[src/rtl/mips_pkg.sv]
// mips_pkg: shared word width, NOP encoding and fetch FSM state type
package mips_pkg;
    localparam int WORD_W = 32;
    localparam logic [WORD_W-1:0] NOP = 32'h0000_0000;
    typedef enum logic [1:0] {IDLE, WAIT, RESP} state_t;
endpackage

[src/rtl/imem_array.sv]
// imem_array: instruction storage with one synchronous write port and one combinational read port
module imem_array #(
    parameter int W     = 32,
    parameter int DEPTH = 64,
    parameter int IW    = $clog2(DEPTH)
) (
    input  logic          clk,
    input  logic          wr_en,
    input  logic [IW-1:0] wr_idx,
    input  logic [W-1:0]  wr_data,
    input  logic [IW-1:0] rd_idx,
    output logic [W-1:0]  rd_data
);
    logic [W-1:0] mem [DEPTH];
    // write port; a register sampling rd_data on this same edge still captures the old word
    always_ff @(posedge clk)
        if (wr_en) mem[wr_idx] <= wr_data;
    assign rd_data = mem[rd_idx];
endmodule

[src/rtl/instr_mem_resp.sv]
// instr_mem_resp: instruction memory with fixed-latency valid/ready fetch response and boot-load write port
// Optional fault detection (misaligned / out-of-range fetch) is enabled by defining IMEM_ERR_CHECK_EN.
module instr_mem_resp
    import mips_pkg::*;
#(
    parameter int N       = WORD_W,
    parameter int DEPTH   = 64,
    parameter int LATENCY = 2
) (
    input  logic         clk,
    input  logic         reset_n,
    input  logic         req_valid,
    input  logic [N-1:0] req_addr,
    output logic         req_ready,
    output logic         rsp_valid,
    input  logic         rsp_ready,
    output logic [N-1:0] rsp_instr,
    output logic         rsp_err,
    input  logic         wr_en,
    input  logic [N-1:0] wr_addr,
    input  logic [N-1:0] wr_data
);
    localparam int IW = $clog2(DEPTH);

    state_t       state, state_nx;
    logic [2:0]   cnt;
    logic [N-1:0] addr_q;
    logic [N-1:0] rd_data;
    logic [N-3:0] wr_word, rd_word;
    logic         wr_ok, rd_err, unused_bits;

    assign wr_word     = wr_addr[N-1:2];
    assign rd_word     = addr_q[N-1:2];
    assign wr_ok       = (wr_word >> IW) == '0;
    assign unused_bits = ^{wr_addr[1:0], addr_q};

`ifdef IMEM_ERR_CHECK_EN
    assign rd_err = (addr_q[1:0] != 2'b00) || ((rd_word >> IW) != '0);
`else
    assign rd_err = 1'b0;
`endif

    imem_array #(.W(N), .DEPTH(DEPTH)) u_array (
        .clk    (clk),
        .wr_en  (wr_en && wr_ok),
        .wr_idx (wr_word[IW-1:0]),
        .wr_data(wr_data),
        .rd_idx (rd_word[IW-1:0]),
        .rd_data(rd_data)
    );

    // state register
    always_ff @(posedge clk or negedge reset_n)
        if (!reset_n) state <= IDLE;
        else state <= state_nx;

    // next state and handshake outputs
    always_comb begin
        req_ready = state == IDLE;
        rsp_valid = state == RESP;
        state_nx  = (state == IDLE && req_valid) ? WAIT :
                    (state == WAIT && cnt == 3'd0) ? RESP :
                    (state == RESP && rsp_ready) ? IDLE : state;
    end

    // latch the fetch address, run the latency counter and capture the response
    always_ff @(posedge clk or negedge reset_n)
        if (!reset_n) begin
            cnt       <= 3'd0;
            addr_q    <= '0;
            rsp_instr <= N'(NOP);
            rsp_err   <= 1'b0;
        end else begin
            if (state == IDLE && req_valid) begin
                addr_q <= req_addr;
                cnt    <= 3'(LATENCY - 1);
            end else if (state == WAIT && cnt != 3'd0) begin
                cnt <= cnt - 3'd1;
            end
            if (state == WAIT && cnt == 3'd0) begin
                rsp_err   <= rd_err;
                rsp_instr <= rd_err ? N'(NOP) : rd_data;
            end
        end
endmodule
[config.mk]
export PLATFORM = sky130hd
export DESIGN_NAME = instr_mem_resp
export DESIGN_NICKNAME = d
export VERILOG_FILES = /design/src/rtl/mips_pkg.sv /design/src/rtl/imem_array.sv /design/src/rtl/instr_mem_resp.sv
export SDC_FILE = /design/constraint.sdc
export NUM_CORES = 2
export LEC_CHECK = 0
export CORE_MARGIN = 2
export CORE_UTILIZATION = 31
export DETAILED_ROUTE_END_ITERATION = 12
export GPL_ROUTABILITY_DRIVEN = 0
export PLACE_DENSITY_LB_ADDON = 0.12
export SLEW_MARGIN = 20
export SYNTH_ARGS = -nofsm -noshare
export SYNTH_HDL_FRONTEND = slang
export SYNTH_SLANG_ARGS = --single-unit
[constraint.sdc]
create_clock -name clk -period 3.4 [get_ports clk]
set_input_delay 0.85 -clock clk [delete_from_list [all_inputs] [get_ports clk]]
set_output_delay 0.85 -clock clk [all_outputs]
set_load 0.01 [all_outputs]
=== Yosys cells after proc, flatten, opt, wreduce, memory -nomap -nowiden ===
Memory sizes are Yosys's and may differ from the RTL's. A register that Yosys moved wholly into a read port is not among the register bits.
Cells that the tools add are included.

* $add $sub $neg: 1
* Equal/unequal tests: 2
* Mux-type cells: 7
* Reductions and logical operators: 12

{| class="wikitable"
|+ Operator list
! kind !! count
|-
| 30-bit zero test || 1
|-
| 2-bit two-way mux || 3
|-
| 3-bit two-way mux || 2
|-
| 3-bit nonzero test || 2
|-
| 1-bit logical AND || 5
|-
| 3-bit zero test || 1
|-
| 3-bit by 1-bit subtractor with 3-bit output, second input constant || 1
|-
| 2-bit by 1-bit == test with 1-bit output, second input constant || 1
|-
| 2-bit == test, second input constant || 1
|-
| 2-bit zero test || 1
|-
| 1-bit two-way mux || 2
|-
| 2-bit nonzero test || 1
|-
| 1-bit zero test || 1
|}

* Bits in registers: 13
* Bits in writable memories: 2,048
* Input port bits: 101
* Word-level logic and storage cells: 26
* Memories: 1

{| class="wikitable"
|+ Memories
! memory !! words !! width !! rd ports !! clocked after memory_dff !! write ports !! RTL line !! RTL
|-
| u_array.mem || 64 || 32 || 1 || 1 || 1 || imem_array.sv:14 || <nowiki>logic [W-1:0] mem [DEPTH];</nowiki>
|}

=== Depth between registers and ports, before layout ===
* Depth after elaboration: 5
* Gate-level depth with buffers: 11
* Mapped depth without buffers: 7

=== Cells and area by module ===
Synthesis repeated with hierarchy kept, for this count alone.

* Cell total of the unflattened synthesis: 3,418
* Area, all modules: 79,809.0 µm²

{| class="wikitable"
|+ Modules (own cells, without submodules)
! module !! times used !! cells an instance !! area an instance (µm²)
|-
| imem_array || 1 || 3,292 || 77,874.7
|-
| instr_mem_resp || 1 || 126 || 1,934.4
|}

=== Least setup slack after synthesis ===
OpenSTA, ideal clock, no wires.

* Path kind: input port to flip-flop
* Start: in wr_addr[9]
* End: mem u_array.mem[55][0] (enable)
* Library setup time: 0.421 ns
* Arrival time: 3.255 ns
* Setup slack: -0.277 ns
* Stages: 5
* Buffers on the path: 0
* Cells stage by stage: nor4b_1 -> nand4_1 -> nor3_1 -> nand3_1 -> nor2_1

* Cells in the longest elaborated chain, start to end: 4

{| class="wikitable"
|+ Ends and longest elaborated chain
! what !! RTL line !! RTL
|-
| start: declaration || instr_mem_resp.sv:20 || <nowiki>input logic [N-1:0] wr_addr,</nowiki>
|-
| 30-bit zero test || instr_mem_resp.sv:34 || <nowiki>assign wr_ok = (wr_word >> IW) == '0;</nowiki>
|-
| 1-bit logical AND || instr_mem_resp.sv:45 || <nowiki>.wr_en (wr_en && wr_ok),</nowiki>
|-
| 1-bit two-way mux || imem_array.sv:17 || <nowiki>if (wr_en) mem[wr_idx] <= wr_data;</nowiki>
|-
| 1-bit two-way mux (implied by the code) || imem_array.sv:17 ||
|-
| end: declaration || imem_array.sv:14 ||
|}

Every way passes these cells.

==> summary.md <==
| Metric | Value |
|---|---|
| Max VDD drop | 560.1 uV |
| DRC | 0 |
| Initial core utilization | 31.20% |
| Slew Viols, Final | 0 |
| Clk slew on worst S/H paths | 60 ps |
| Placement Setup Slack | -183.6 ps |
| Power per cell area | 764.0 nW/um2 |
| First-pass detailed-route iteration total | 5 |
| Worst r2r dst | rsp_instr[21] |
| DR WL/cell | 28.02 um |
| Area contributors post-synth | edfxtp_1 (77%), mux4_2 (8.8%), mux2i_1 (6.0%) |
| # rows | 186 |
| Starting DRT DRC Count | 2999 |
| Antenna-violating nets left | 0 |
| RR Startpoint | addr_q[2] |
| Setup Fix Bufs, Post-CTS | 0 |
| Syn-to-layout area delta | 19.68% |
| Critical path startpoint category | register |
| Total gr overflow | 0 |
| Die X | 512.5 um |
| Hold path start | wr_data[1] |
| Crit-path max FO | 17 |
| Die height | 512.5 um |
| Leak | 30.82 nW |
| Cell Area, Synth | 80160 um2 |
| Critical path class | register to register |
| Tightest Pin Transition | 980.4 ps |
| Async SR Flop Fraction | 2.056% |
| CORE AREA | 256900 um2 |
| Cts bufs inserted | 219 |
| All-layer global routing usage | 16.50% |
| Post-synth cell types | 43 |
| Critical Path RT | 4120 ps |
| Flop-to-flop setup slack | 180 ps |
| Clk_skew | 21.27 ps |
| Fin crit period | 3216 ps |
| WL final | 218800 um |
| Hold worst-path end | u_array.mem[24][1] |
| Global-route wire length before repair | 309700 um |
| Final #Nets | 4333 |
| Initial antenna violation count | 26 |
| Final Util | 37.34% |
| Number of H-tree levels | 4 |
| Vias in the first global route | 40150 |
| Critical Path AT | 3940 ps |
| Setup ws final | 184.0 ps |
| RSZ-0062 raised after global routing | false |
| Leading area contributor after synthesis | edfxtp_1 |
| Vias | 38470 |
| Number of synthesized flops with an enable pin | 2048 |
| IO Pins | 136 |
| Syn Area/Cell | 21.17 um2 |
| Worst R2R Path Depth | 7 |
| Element type at the critical path end | register |
| Fill cells | 23660 |
| Max_cap viols | 0 |
| Register area share after synthesis | 78.06% |
| Largest net degree at the start of global routing | 65 |
| Syn nets | 3889 |
| Mapped Cells | 3786 |
| Share of the synthesized area in the top cell type | 76.72% |
| Longest Clk Path Bufs | 3 |
| Final Hold Slack | 329.2 ps |
| Dominant synthesized flop cell | edfxtp_1 |
| Setup-failing EPs final | 0 |
| Period utilization | 94.59% |
| Commonest cells after routing, fill and taps aside | edfxtp_1 (2048), mux2i_1 (482), mux4_2 (314) |
| Clock Sinks | 2091 |
| Most common cell after layout, fill and taps aside | edfxtp_1 |
| Layout cell share with drive strength beyond 1 | 25.40% |
| Hpwl dp | 136100 um |
| Min-delay worst type | input port to register |
| PostCTS Resize Cnt | 0 |
| Fmax | 310.9 MHz |
| I/O Buffers | 106 |
| Root Buffer | clkbuf_16 |
| Drt via density | 4.926 |
| Status | completed |
| Hold-fix buffers, CTS | 1 |
| Latest clock arrival within the worst-skew pair | 840 ps |
| #FFs+latches synth | 2091 |
| Slew HR | 32.95% |
| Min-Delay Path Depth | 1 |
| Yosys warning count | 0 |
| CTS tree | yes |
| Final hold vios | 0 |
| Setup Total Neg Slack | 0 ps |
| Die ar. | 262700 um2 |
## flip-flops by register name (all words and copies together), names as in the netlist
| signal | count |
|---|---|
| addr_q | 6 |
| cnt | 3 |
| rsp_instr | 32 |
| state | 2 |
| u_array.mem | 2048 |
## per-layer routing
metal | routed length [um] | vias to the layer above | global-route usage [%] | part of all wire [%]
met4 | 4177 | 4 | 4.032 | 1.9
li1 | - | 16840 | - | -
met2 | 109300 | 647 | 27.82 | 50
met5 | 20 | - | 0 | 0.0091
met1 | 98170 | 20700 | 22.42 | 45
met3 | 7207 | 276 | 2.337 | 3.3
## critical path: stages (launching register included)
cell      delay [ps]
dfrtp_4          600
buf_4            400
mux4_2           580
mux4_2           570
o22ai_1          380
buf_4            190
a211oi_1          60
a221o_1          290
## power by group
group,switching [mW],total [mW],internal [mW]
clock network,9.78,23.2,13.4
registers,0.536,29.1,28.5
logic,11.8,21.1,9.23
## per-stage QoR
step,total power [mW],instances,instance area [um2]
detailed placement,51.12,7392,88940
global route,76.41,7808,95940
floorplan,41.90,3786,80160
CTS,74.47,7801,95910
global placement,51.14,7392,88940
finish,73.30,7809,95940
## final cells by class
| type | count | area (um2) | area share (%) |
|---|---|---|---|
| clock inverters | 87 | 643.1 | 0.6703 |
| well taps | 3384 | 4234 | 4.413 |
| multi-input cells | 1465 | 17040 | 17.76 |
| repair buffers | 449 | 5082 | 5.298 |
| diodes | 8 | 20.02 | 0.02087 |
| clock buffers | 321 | 6315 | 6.582 |
| inverters | 4 | 15.01 | 0.01565 |
| flip-flops and latches | 2091 | 62590 | 65.24 |
## how the worst max path moves through the flow
stage | depth (start not counted) | slack (ps) | start | end
3_5_place_dp | 9 | -180 | wr_addr[9] | u_array.mem[51][21]
6_report | 7 | 180 | addr_q[2] | rsp_instr[21]
5_1_grt | 7 | 50 | addr_q[2] | rsp_instr[21]
3_3_place_gp | 8 | -330 | addr_q[6] | rsp_instr[20]
2_1_floorplan | 5 | -280 | wr_addr[9] | u_array.mem[55][0]
4_1_cts | 7 | 160 | addr_q[2] | rsp_instr[21]
## cell usage after synthesis (3+ instances only)
library cell / instances
a2111oi_0: 5
a211oi_1: 32
a21oi_1: 4
a221o_1: 31
a22oi_1: 224
a31oi_1: 30
and2_1: 3
and3_1: 30
buf_1: 14
buf_2: 93
buf_4: 15
buf_6: 7
clkbuf_1: 97
dfrtp_1: 43
edfxtp_1: 2048
inv_1: 4
mux2_2: 43
mux2i_1: 482
mux4_2: 314
nand2_1: 13
nand3_1: 41
nand3b_1: 3
nand4_1: 3
nor2_1: 72
nor2b_1: 13
nor3_1: 4
nor4_1: 4
o211ai_1: 30
o21ai_0: 10
o21ai_1: 27
o22ai_1: 31
## logic make-up after synthesis
family | Yosys count | share of synthesized area, %
DFF | 2091 | 78.06
muxes | 839 | 15.45
AOI/OAI and AO/OA | 429 | 3.902
buffers and inverters | 230 | 1.358
and+or+nand+nor | 194 | 1.196
adders and majority gates | 2 | 0.03121
other | 1 | 0.004678
(Power assumes the default switching activity.)
